`src/rtl/mips_ctrl_pkg.sv`:
```
// Shared types and encodings for the multicycle MIPS control path.
package mips_ctrl_pkg;

    typedef enum logic [3:0] {
        S_FETCH  = 4'd0,
        S_DECODE = 4'd1,
        S_MEMADR = 4'd2,
        S_MEMRD  = 4'd3,
        S_MEMWB  = 4'd4,
        S_MEMWR  = 4'd5,
        S_RTYPE  = 4'd6,
        S_ALUWB  = 4'd7,
        S_BEQ    = 4'd8,
        S_ADDIEX = 4'd9,
        S_ADDIWB = 4'd10,
        S_JUMP   = 4'd11
    } state_t;

    localparam logic [5:0] OP_RTYPE = 6'b000000;
    localparam logic [5:0] OP_LW    = 6'b100011;
    localparam logic [5:0] OP_SW    = 6'b101011;
    localparam logic [5:0] OP_BEQ   = 6'b000100;
    localparam logic [5:0] OP_ADDI  = 6'b001000;
    localparam logic [5:0] OP_J     = 6'b000010;

    localparam logic [1:0] ALU_OP_ADD   = 2'b00;
    localparam logic [1:0] ALU_OP_SUB   = 2'b01;
    localparam logic [1:0] ALU_OP_FUNCT = 2'b10;

    localparam logic [1:0] SRCB_B      = 2'b00;
    localparam logic [1:0] SRCB_FOUR   = 2'b01;
    localparam logic [1:0] SRCB_IMM    = 2'b10;
    localparam logic [1:0] SRCB_IMM_SH = 2'b11;

    localparam logic [1:0] PC_SRC_ALU    = 2'b00;
    localparam logic [1:0] PC_SRC_ALUOUT = 2'b01;
    localparam logic [1:0] PC_SRC_JUMP   = 2'b10;

    localparam logic [2:0] ALUCTL_AND = 3'b000;
    localparam logic [2:0] ALUCTL_OR  = 3'b001;
    localparam logic [2:0] ALUCTL_ADD = 3'b010;
    localparam logic [2:0] ALUCTL_SUB = 3'b110;
    localparam logic [2:0] ALUCTL_SLT = 3'b111;

endpackage

```
`src/rtl/alu_decoder.sv`:
```
// ALU decoder: maps the controller's alu_operation plus funct to an ALU control code.
module alu_decoder
    import mips_ctrl_pkg::*;
(
    input  logic [5:0] funct,
    input  logic [1:0] alu_operation,
    output logic [2:0] alu_control
);

    // Fixed add/sub for address and branch math; R-type decodes funct.
    always_comb begin
        alu_control = ALUCTL_ADD;
        case (alu_operation)
            ALU_OP_ADD: alu_control = ALUCTL_ADD;
            ALU_OP_SUB: alu_control = ALUCTL_SUB;
            ALU_OP_FUNCT: begin
                case (funct)
                    6'b100000: alu_control = ALUCTL_ADD;
                    6'b100010: alu_control = ALUCTL_SUB;
                    6'b100100: alu_control = ALUCTL_AND;
                    6'b100101: alu_control = ALUCTL_OR;
                    6'b101010: alu_control = ALUCTL_SLT;
                    default:   alu_control = ALUCTL_ADD;
                endcase
            end
            default: alu_control = ALUCTL_ADD;
        endcase
    end

endmodule

```
`src/rtl/multicycle_controller.sv`:
```
// Main control FSM for the multicycle MIPS datapath with memory stall and timeout handling.
module multicycle_controller
    import mips_ctrl_pkg::*;
#(
    parameter int unsigned MEM_TIMEOUT = 15,
    parameter int unsigned CNT_W       = 4
) (
    input  logic       clk,
    input  logic       rst_n,
    input  logic [5:0] opcode,
    input  logic [5:0] funct,
    input  logic       zero,
    input  logic       mem_ready,
    output logic       iord,
    output logic       mem_read,
    output logic       mem_write,
    output logic       ir_write,
    output logic       reg_dst,
    output logic       mem_to_reg,
    output logic       reg_write,
    output logic       alu_src_a,
    output logic [1:0] alu_src_b,
    output logic [1:0] alu_operation,
    output logic [2:0] alu_control,
    output logic [1:0] pc_src,
    output logic       pc_en,
    output logic       illegal_op,
    output logic       bus_err,
    output logic       instr_done
);

    state_t           state_q, state_d;
    logic [CNT_W-1:0] wait_cnt_q, wait_cnt_d;
    logic             mem_state, timed_out;

    logic       r_iord, r_mem_read, r_mem_write, r_ir_write, r_reg_dst, r_mem_to_reg;
    logic       r_reg_write, r_alu_src_a, r_pc_en, r_illegal_op, r_bus_err, r_instr_done;
    logic [1:0] r_alu_src_b, r_alu_op, r_pc_src;
    logic [2:0] r_alu_control;

    assign mem_state = (state_q == S_FETCH) || (state_q == S_MEMRD) || (state_q == S_MEMWR);
    // mem_ready on the timeout cycle wins over the timeout.
    assign timed_out = (MEM_TIMEOUT != 0) && mem_state && !mem_ready &&
                       (wait_cnt_q == CNT_W'(MEM_TIMEOUT));

    // Next-state and raw (ungated) output decode.
    always_comb begin
        state_d      = state_q;
        r_iord       = 1'b0;
        r_mem_read   = 1'b0;
        r_mem_write  = 1'b0;
        r_ir_write   = 1'b0;
        r_reg_dst    = 1'b0;
        r_mem_to_reg = 1'b0;
        r_reg_write  = 1'b0;
        r_alu_src_a  = 1'b0;
        r_alu_src_b  = SRCB_B;
        r_alu_op     = ALU_OP_ADD;
        r_pc_src     = PC_SRC_ALU;
        r_pc_en      = 1'b0;
        r_illegal_op = 1'b0;
        r_bus_err    = 1'b0;
        r_instr_done = 1'b0;
        case (state_q)
            S_FETCH: begin
                r_mem_read  = 1'b1;
                r_alu_src_b = SRCB_FOUR;
                if (mem_ready) begin
                    r_ir_write = 1'b1;
                    r_pc_en    = 1'b1;
                    state_d    = S_DECODE;
                end
            end
            S_DECODE: begin
                r_alu_src_b = SRCB_IMM_SH;
                case (opcode)
                    OP_LW, OP_SW: state_d = S_MEMADR;
                    OP_RTYPE:     state_d = S_RTYPE;
                    OP_BEQ:       state_d = S_BEQ;
                    OP_ADDI:      state_d = S_ADDIEX;
                    OP_J:         state_d = S_JUMP;
                    default: begin
                        r_illegal_op = 1'b1;
                        state_d      = S_FETCH;
                    end
                endcase
            end
            S_MEMADR: begin
                r_alu_src_a = 1'b1;
                r_alu_src_b = SRCB_IMM;
                state_d     = (opcode == OP_SW) ? S_MEMWR : S_MEMRD;
            end
            S_MEMRD: begin
                r_iord     = 1'b1;
                r_mem_read = 1'b1;
                if (mem_ready) state_d = S_MEMWB;
            end
            S_MEMWB: begin
                r_reg_write  = 1'b1;
                r_mem_to_reg = 1'b1;
                r_instr_done = 1'b1;
                state_d      = S_FETCH;
            end
            S_MEMWR: begin
                r_iord      = 1'b1;
                r_mem_write = 1'b1;
                if (mem_ready) begin
                    r_instr_done = 1'b1;
                    state_d      = S_FETCH;
                end
            end
            S_RTYPE: begin
                r_alu_src_a = 1'b1;
                r_alu_op    = ALU_OP_FUNCT;
                state_d     = S_ALUWB;
            end
            S_ALUWB: begin
                r_reg_write  = 1'b1;
                r_reg_dst    = 1'b1;
                r_instr_done = 1'b1;
                state_d      = S_FETCH;
            end
            S_BEQ: begin
                r_alu_src_a  = 1'b1;
                r_alu_op     = ALU_OP_SUB;
                r_pc_src     = PC_SRC_ALUOUT;
                r_pc_en      = zero;
                r_instr_done = 1'b1;
                state_d      = S_FETCH;
            end
            S_ADDIEX: begin
                r_alu_src_a = 1'b1;
                r_alu_src_b = SRCB_IMM;
                state_d     = S_ADDIWB;
            end
            S_ADDIWB: begin
                r_reg_write  = 1'b1;
                r_instr_done = 1'b1;
                state_d      = S_FETCH;
            end
            S_JUMP: begin
                r_pc_src     = PC_SRC_JUMP;
                r_pc_en      = 1'b1;
                r_instr_done = 1'b1;
                state_d      = S_FETCH;
            end
            default: state_d = S_FETCH;
        endcase
        // A timeout abandons the access; FETCH strobes are already 0 when not ready.
        if (timed_out) begin
            r_bus_err = 1'b1;
            state_d   = S_FETCH;
        end
    end

    // Wait counter restarts on every state entry, on mem_ready and after a timeout.
    always_comb begin
        wait_cnt_d = wait_cnt_q + 1'b1;
        if (!mem_state || mem_ready || timed_out || (state_d != state_q)) begin
            wait_cnt_d = '0;
        end
    end

    // State and wait counter registers.
    always_ff @(posedge clk or negedge rst_n) begin
        if (!rst_n) begin
            state_q    <= S_FETCH;
            wait_cnt_q <= '0;
        end else begin
            state_q    <= state_d;
            wait_cnt_q <= wait_cnt_d;
        end
    end

    alu_decoder u_alu_decoder (
        .funct         (funct),
        .alu_operation (r_alu_op),
        .alu_control   (r_alu_control)
    );

    // Hold every strobe and mux select at 0 while reset is asserted.
    always_comb begin
        iord          = rst_n & r_iord;
        mem_read      = rst_n & r_mem_read;
        mem_write     = rst_n & r_mem_write;
        ir_write      = rst_n & r_ir_write;
        reg_dst       = rst_n & r_reg_dst;
        mem_to_reg    = rst_n & r_mem_to_reg;
        reg_write     = rst_n & r_reg_write;
        alu_src_a     = rst_n & r_alu_src_a;
        alu_src_b     = rst_n ? r_alu_src_b : 2'b00;
        alu_operation = rst_n ? r_alu_op : 2'b00;
        alu_control   = rst_n ? r_alu_control : 3'b000;
        pc_src        = rst_n ? r_pc_src : 2'b00;
        pc_en         = rst_n & r_pc_en;
        illegal_op    = rst_n & r_illegal_op;
        bus_err       = rst_n & r_bus_err;
        instr_done    = rst_n & r_instr_done;
    end

endmodule
```
`config.mk`:
```
export PLATFORM = sky130hd
export DESIGN_NAME = multicycle_controller
export DESIGN_NICKNAME = d
export VERILOG_FILES = /design/src/rtl/mips_ctrl_pkg.sv /design/src/rtl/alu_decoder.sv /design/src/rtl/multicycle_controller.sv
export SDC_FILE = /design/constraint.sdc
export NUM_CORES = 1
export LEC_CHECK = 0
export CAP_MARGIN = 20
export CORE_MARGIN = 1.5
export CORE_UTILIZATION = 45
export CTS_BUF_LIST = sky130_fd_sc_hd__clkbuf_8
export CTS_CLUSTER_SIZE = 10
export DETAILED_ROUTE_END_ITERATION = 8
export PLACE_DENSITY = 0.82
export SLEW_MARGIN = 20
export SYNTH_ARGS = -nofsm -noshare
export SYNTH_HDL_FRONTEND = slang
export SYNTH_SLANG_ARGS = --single-unit
```
`constraint.sdc`:
```
create_clock -name clk -period 2.1 [get_ports clk]
set_input_delay 0.42 -clock clk [delete_from_list [all_inputs] [get_ports clk]]
set_output_delay 0.42 -clock clk [all_outputs]
set_load 0.02 [all_outputs]
```
## Word-level counts from Yosys, hierarchy flattened

Index checks and enable logic that the tools add are counted.

- Register bits: 8
- Input bits: 16
- Output and inout bits: 21
- Logic and storage cells: 89

- Add/subtract/negate cells: 1
- Equality and inequality tests: 24
- Muxes and demuxes: 31
- Bitwise logic cells: 12
- Reductions and logical operators: 19

Operator list:

| cell | count |
|---|---|
| $eq 6x6->1 const B | 6 |
| $pmux 4 s7 | 1 |
| $eq 4x4->1 const B | 5 |
| $mux 4 | 5 |
| $pmux 4 s5 | 1 |
| $eq 4x3->1 const B | 4 |
| $and 1x1->1 | 12 |
| $mux 1 | 12 |
| $pmux 3 s4 | 1 |
| $eq 4x2->1 const B | 2 |
| $pmux 2 s2 | 2 |
| $reduce_or 2->1 | 4 |
| $eq 6x2->1 const B | 1 |
| $eq 6x3->1 const B | 1 |
| $eq 6x4->1 const B | 1 |
| $logic_not 6->1 | 1 |
| $mux 2 | 3 |
| $mux 3 | 2 |
| $pmux 2 s3 | 1 |
| $pmux 3 s2 | 1 |
| $reduce_or 6->1 | 1 |
| $logic_or 1x1->1 | 5 |
| $reduce_or 5->1 | 1 |
| $add 4x1->4 const B | 1 |
| other kinds (11) | 13 |

## Depth between registers and ports, before layout

Gate-level depths: netlist of the first run.

- Word-level depth: 9
- Mapped depth: 8
- Depth with buffers taken out: 6

## By module

A second synthesis of the first run with hierarchy kept.

- Cell total of the unflattened synthesis: 125
- Area, all modules: 944.7 sq um

By module, submodules not included:

| module | instances | cells an instance | area each (sq um) | seq. area each (sq um) |
|---|---|---|---|---|
| multicycle_controller | 1 | 110 | 825.8 | 200.2 |
| alu_decoder | 1 | 15 | 118.9 | 0.0 |

## Least setup slack after synthesis of the first run

No wires, ideal clock.

- Kind: input to output
- From: input port rst_n
- To: output port ir_write
- Arrival time: 1.982 ns
- Data required time: 1.680 ns
- Setup slack: -0.302 ns
- Stages on the path: 3
- Path buffers: 0
- Cells stage by stage: clkinv_1 nor4_1 nor3b_1

- Longest elaborated chain between the ends: 1

RTL lines:

| element | RTL line | text |
|---|---|---|
| from (decl) | multicycle_controller.sv:9 | `input logic rst_n,` |
| $and 1x1->1 | multicycle_controller.sv:186 | `ir_write = rst_n & r_ir_write;` |
| to (decl) | multicycle_controller.sv:17 | `output logic ir_write,` |

Every way passes these cells.

## Worst setup path in the final report of the first run

- From: register state_q[0]
- To: output port bus_err

- Longest elaborated chain between the ends: 7
- Elaborated cells between the ends (all ways): 9
- Those cells by class: eq/ne: 2; mux: 1; bitwise: 1; reduce/logical: 5

RTL lines:

| element | RTL line | text |
|---|---|---|
| from (decl) | multicycle_controller.sv:32 | `state_t state_q, state_d;` |
| from (signal assigned) | multicycle_controller.sv:170 | `state_q <= state_d;` |
| $eq 4x2->1 or $logic_not 4->1 (tied branches) | multicycle_controller.sv:41 | `assign mem_state = (state_q == S_FETCH) \|\| (state_q == S_MEMRD) \|\| (state_q == S_MEMWR);` |
| $logic_or 1x1->1 | multicycle_controller.sv:41 |  |
| $logic_or 1x1->1 (*) | multicycle_controller.sv:41 |  |
| $logic_and 1x1->1 (*) (2 in a row) | multicycle_controller.sv:43 | `assign timed_out = (MEM_TIMEOUT != 0) && mem_state && !mem_ready &&` |
| $mux 1 (*) | multicycle_controller.sv:150 | `if (timed_out) begin` |
| $and 1x1->1 (*) | multicycle_controller.sv:197 | `bus_err = rst_n & r_bus_err;` |
| to (decl) | multicycle_controller.sv:28 | `output logic bus_err,` |

Mark *: on every way between the ends. The rest lies on a longest branch, timed or not.

==> results of run 1 <==
[cell type report]
class / instances / area, sq um / share of cell area [%]
sequential: 8 / 204 / 11.2
multi-input combinational: 110 / 903 / 49.8
inverter: 4 / 16.3 / 0.897
clock buffer: 3 / 41.3 / 2.28
timing repair buffer: 76 / 614 / 33.9
tap: 27 / 33.8 / 1.86
[report_power, final]
part | total, mW | internal [mW] | switching, mW | leakage, nW
sequential | 0.241 | 0.193 | 0.0481 | 0.103
combinational | 1.00 | 0.441 | 0.561 | 0.678
clock | 0.196 | 0.125 | 0.0712 | 0.0216
total | 1.44 | 0.759 | 0.680 | 0.803
[worst paths after layout]
kind | start | end | slack (ns) | cells after the start
max | state_q[0]$_DFF_PN0_ | bus_err | -0.15 | 5
min | rst_n | wait_cnt_q[2]$_DFF_PN0_ | 0.29 | 2
max reg2reg | state_q[0]$_DFF_PN0_ | state_q[2]$_DFF_PN0_ | 0.21 | 6
min reg2reg | wait_cnt_q[0]$_DFF_PN0_ | wait_cnt_q[0]$_DFF_PN0_ | 0.52 | 1
max in group asynchronous | rst_n | state_q[1]$_DFF_PN0_ | 1.63 | 2
min in group clk | wait_cnt_q[0]$_DFF_PN0_ | wait_cnt_q[0]$_DFF_PN0_ | 0.52 | 1
[placed cells by master (no fill, tap or decap), types with 3 or more instances in the layout]
master            n
o21ai_0           3
dfrtp_1           5
clkdlybuf4s50_1   7
clkbuf_8          3
nor3_2            4
buf_4            39
nor3b_2           3
nor3_1            6
dlygate4sd2_1     9
nand3_1           4
buf_2             4
a31oi_1           4
clkbuf_2          7
nor3_4            4
a21oi_1           5
nand2_1           7
buf_6             6
dfrtp_2           3
nor2_1           16
nand2b_1          7
[kinds of logic after synthesis]
| group | count (synthesis) | synth area share, % |
|---|---|---|
| AND/OR/NAND/NOR | 73 | 41.5 |
| AO/OA/AOI/OAI | 27 | 19.2 |
| buffers and inverters | 14 | 7.00 |
| flip-flops | 8 | 21.1 |
| XOR/XNOR | 4 | 3.70 |
| adder cells (fa/ha/maj) | 4 | 5.28 |
| multiplexers | 2 | 2.25 |
[per-layer routing]
layer  GRT usage, %  part of all wire [%]
met1           49.7                    35
met2           67.1                    46
met3           7.98                    11
met4           15.7                   7.5
met5              0                     0
[sequential cells by signal (all words and copies together), names as in the netlist]
register / count
state_q: 4
wait_cnt_q: 4
[worst max-delay path, stage by stage (launching register included)]
cell     delay [ns]
dfrtp_1        0.40
buf_4          0.28
nor4b_2        0.38
a22oi_2        0.15
nor3_2         0.21
buf_4          0.17
[metrics by stage]
stage	cell area (sq um)	power [mW]	utilization (%)	TNS [ns]	instances
2_1_floorplan	982	0.694	-	-0.0621	132
3_3_place_gp	1570	0.997	79.0	-7.26	217
3_5_place_dp	1570	1.02	79.0	-7.72	217
4_1_cts	1780	1.30	89.8	-0.0685	227
5_1_grt	1810	1.50	91.5	-0.780	228
6_report	1810	1.44	91.5	-0.573	228
[repair_timing]
item,4_1_cts,5_1_grt
endpoints found under the setup margin,21,20
resized for setup,98,38
pin swaps,10,9
setup buffers,8,1
==> key figures, run 1 <==
Hold path
  – Min-delay worst type: input port to asynchronous set/reset pin

Timing
  – Unrepaired setup endpoints after global routing: yes
  – Fin. Hold Viols: 0
  – Fin. max-slew vios: 0
  – Slew HR: 70.8%
  – Final min period: 2.25 ns
  – Final setup fails: 8
  – Clock Skews: 0.00971 ns
  – Final Worst Setup Slack: -0.146 ns
  – Min Hold Slack: 0.293 ns
  – Fmax: 0.445 GHz
  – Worst Tran Pin Value: 0.432 ns
  – Period utilization: 107%

Die
  – Rows: 16
  – Core area: 0.00198 sq mm
  – Chip Width: 48.9 um
  – Die height: 48.9 um
  – Starting density of the core: 47.8%
  – Die area: 0.00239 sq mm
  – Io pins: 37

Worst setup path
  – Critical Path RT: 1.68 ns
  – Worst-path fanout max: 18
  – Crit path capture type: primary output
  – Startpoint Class: register
  – Setup Crit Path Kind: register to primary output
  – Crit path DAT: 1.83 ns

Routing
  – DRT antenna net count: 0
  – Mean routed wirelength per cell: 21.6 um
  – Number of remaining DRC errors: 0
  – Pre-Repair DR Iteration Count: 5
  – Routed wire length: 4920 um
  – DR vias/cell: 6.49
  – Initial DRC Count: 97
  – DR vias: 1479

Run status
  – Failing checks: negative setup slack
  – Status: complete, but fails checks

Global routing
  – All-Layer GR Usage: 39.8%
  – First-pass GRT wire length: 7220 um
  – Antenna violations before repair: 0
  – Number of global-route vias before repair: 1446
  – GR Overflow Total: 0
  – Largest net degree at the start of global routing: 19

Power
  – Pwr Density: 794 mW/mm^2
  – VDD IR max: 0.654 mV
  – Leakage power: 0.803 nW

CTS
  – Clock root buffer master: clkbuf_8
  – Maximum clock insertion buffer count: 2
  – CTS tree: built
  – Hold-fix buffers, CTS: 0
  – Sink Count: 8
  – CTS HTree Levels: 1
  – Register clock-pin slew on the reported worst setup and hold paths: 0.05 ns
  – Worst-Skew Late Latency: 0.24 ns
  – Num CTS Buffers: 3

Synthesis
  – Unique masters post-synth: 35
  – Post-synth net total: 152
  – Cell count after synthesis: 132
  – Mapped cell area: 947 sq um
  – Commonest cells post-synth: nor2_1, nor3_1, nand2b_1
  – Main area contributors after synthesis: dfrtp_1, nor3_1, nor2_1, nand2b_1, ha_1
  – Syn_area_per_cell: 7.18 sq um
  – Primary FF master, synth: dfrtp_1
  – Most numerous cell in the Yosys netlist: nor2_1
  – Post-synth EDFFs: 0
  – Yosys reg bits: 8
  – Ys Warns: 0
  – Fraction of registers with async set/reset: 100%
  – Sequential area share after synthesis: 21.1%
  – Leading area contributor after synthesis: dfrtp_1
  – Share of the synthesized area in the top cell type: 21.1%

Placed design
  – RD Place Congestion: 0.882
  – Post-DP HPWL: 2520 um
  – Port buffer count: 36
  – Pre-CTS WS: -0.532 ns

Finish
  – Share of cells above drive strength 1: 49.8%
  – Fillcell total: 80
  – Layout net count: 223
  – Antenna cell count: 0
  – Layout area overhead: 91.4%

Flow run
  – Max-cap violations: 0
Power figures use the tool's default switching activity.
==> inputs of run 2 (changes only) <==
==> constraint.sdc (replaced) <==
create_clock -name clk -period 2.1 [get_ports clk]
set_input_delay 0.21 -clock clk [delete_from_list [all_inputs] [get_ports clk]]
set_output_delay 0.21 -clock clk [all_outputs]
set_load 0.02 [all_outputs]
==> run 2 against run 1 <==
The flow now finishes without violations. Combinational power decreased by 20%. Setup slack improved by 0.20 ns. Clock skew is 0.0072 ns lower. Die area unchanged. Routed wire length decreased by 35%. Global-route usage shrank 11 points. Fmax rose by 9.9%. Sequential share of layout area increased by 1.4 points. Register-to-register slack improved by 0.08 ns. Largest power group unchanged.
==> key figures, run 2 (same netlist as run 1, synthesis figures left out) <==
CTS
  – Register clock-pin slew on the reported worst setup and hold paths: 0.04 ns
  – CTS tree: built
  – Num CTS Buffers: 3
  – CTS HTree Levels: 1
  – Worst-Skew Late Latency: 0.23 ns
  – Sink Count: 8
  – Hold-fix buffers, CTS: 0
  – Clock root buffer master: clkbuf_8
  – Maximum clock insertion buffer count: 2

Global routing
  – First-pass GRT wire length: 5300 um
  – All-Layer GR Usage: 28.3%
  – Number of global-route vias before repair: 1223
  – GR Overflow Total: 0
  – Largest net degree at the start of global routing: 25
  – Antenna violations before repair: 0

Worst setup path
  – R2R Path End: state_q[2]$_DFF_PN0_
  – Crit path buf inv count: 2
  – Reg-to-reg startpoint: state_q[1]$_DFF_PN0_
  – Max stage delay cell, worst path: clkdlybuf4s50_1
  – CP cell instances: buf_4 > nand2b_1 > nor2_1 > clkdlybuf4s50_1
  – Worst R2R Setup Slack: 0.29 ns
  – Setup Crit Path Kind: register to primary output
  – CP top delay family: buffers and inverters
  – Crit path DAT: 1.83 ns
  – FF-to-FF path depth: 6
  – Startpoint Class: register
  – Critical Path RT: 1.89 ns
  – CP peak stage delay: 0.61 ns
  – Worst-path fanout max: 16
  – Crit path capture type: primary output

Die
  – Starting density of the core: 47.8%
  – Rows: 16
  – Core area: 0.00198 sq mm
  – Io pins: 37
  – Chip Width: 48.9 um
  – Die area: 0.00239 sq mm
  – Die height: 48.9 um

Finish
  – FF+latch area: 201 sq um
  – Layout area overhead: 68.3%
  – Post-layout util: 80.4%
  – Fillcell total: 139
  – Top Registers: state_q: 4 flops, wait_cnt_q: 4 flops
  – Multi-input gate area: 751 sq um
  – Share of cells above drive strength 1: 28.4%
  – Antenna cell count: 0
  – Layout net count: 212
  – Final Cell Area: 0.00159 sq mm
  – Commonest non-fill, non-tap cell in the layout: buf_4
  – Commonest non-fill, non-tap cells in the layout: buf_4, nor2_1, clkdlybuf4s50_1

Timing
  – Final setup fails: 0
  – Clock Skews: 0.00247 ns
  – Unrepaired setup endpoints after global routing: no
  – Fin. Hold Viols: 0
  – Min Hold Slack: 0.347 ns
  – Fmax: 0.489 GHz
  – Period utilization: 97.3%
  – Final min period: 2.04 ns
  – Worst Tran Pin Value: 0.403 ns
  – Fin. max-slew vios: 0
  – Slew HR: 73.1%
  – Final Worst Setup Slack: 0.0561 ns

Routing
  – DR vias: 1229
  – DRT antenna net count: 0
  – Number of remaining DRC errors: 0
  – DR vias/cell: 5.66
  – Pre-Repair DR Iteration Count: 4
  – Mean routed wirelength per cell: 14.8 um
  – Initial DRC Count: 26
  – Routed wire length: 3220 um

Power
  – Pwr Density: 766 mW/mm^2
  – Leakage power: 0.719 nW
  – Total power: 1.22 mW
  – VDD IR max: 0.622 mV

Placed design
  – Pre-CTS WS: -0.257 ns
  – Post-DP HPWL: 2400 um
  – RD Place Congestion: 0.846
  – Port buffer count: 36
  – Placed Area: 0.00151 sq mm

Flow run
  – Max-cap violations: 0

Hold path
  – Min-delay worst type: input port to asynchronous set/reset pin

Run status
  – Status: finished, final reports clean
run 2: changes by cell type in the layout (fill, tap and decap cells not counted), sizes merged:
cell / before / now
buf: 50 / 32
clkbuf: 10 / 6
dlymetal6s2s: 2 / 3
clkdlybuf4s50: 7 / 17
run 2: layout make-up:
class	instances	share of cell area (%)
clock buffer	3	2.59
inverter	4	0.942
multi-input combinational	110	47.1
sequential	8	12.6
tap	27	2.12
timing repair buffer	65	34.6
run 2: metal layers:
layer	vias to the layer above	share of wire, %	track usage, %
li1	598	-	-
met1	585	38	29.3
met2	40	55	55.5
met3	6	4.9	4.91
met4	0	1.9	11.4
met5	-	0	0
run 2: how the worst max path moves through the flow:
| stage | slack, ns | from | cells after the start | to |
|---|---|---|---|---|
| 6_report | 0.06 | state_q[2]$_DFF_PN0_ | 4 | pc_src[1] |
| 5_1_grt | 0.005 | rst_n | 5 | reg_dst |
| 4_1_cts | 0.01 | state_q[0]$_DFF_PN0_ | 5 | mem_read |
| 3_5_place_dp | -0.26 | state_q[0]$_DFF_PN0_ | 7 | alu_control[0] |
| 3_3_place_gp | -0.10 | state_q[0]$_DFF_PN0_ | 7 | alu_control[0] |
| 2_1_floorplan | 0.09 | state_q[1]$_DFF_PN0_ | 7 | alu_control[0] |
run 2: timing repair:
action	4_1_cts	5_1_grt
endpoints found under the setup margin	16	9
gates resized for setup	35	18
setup buffers	0	1
pin swaps	1	2
run 2: stage by stage:
stage	setup TNS [ns]	cells
6_report	0	217
5_1_grt	0	217
4_1_cts	0	216
3_5_place_dp	-1.25	213
3_3_place_gp	-0.441	213
2_1_floorplan	0	132
run 2: power breakdown:
group / internal, mW / total, mW / switching, mW / leakage (nW)
registers: 0.191 / 0.234 / 0.0435 / 0.106
logic: 0.363 / 0.800 / 0.437 / 0.591
clock network: 0.124 / 0.187 / 0.0624 / 0.0216
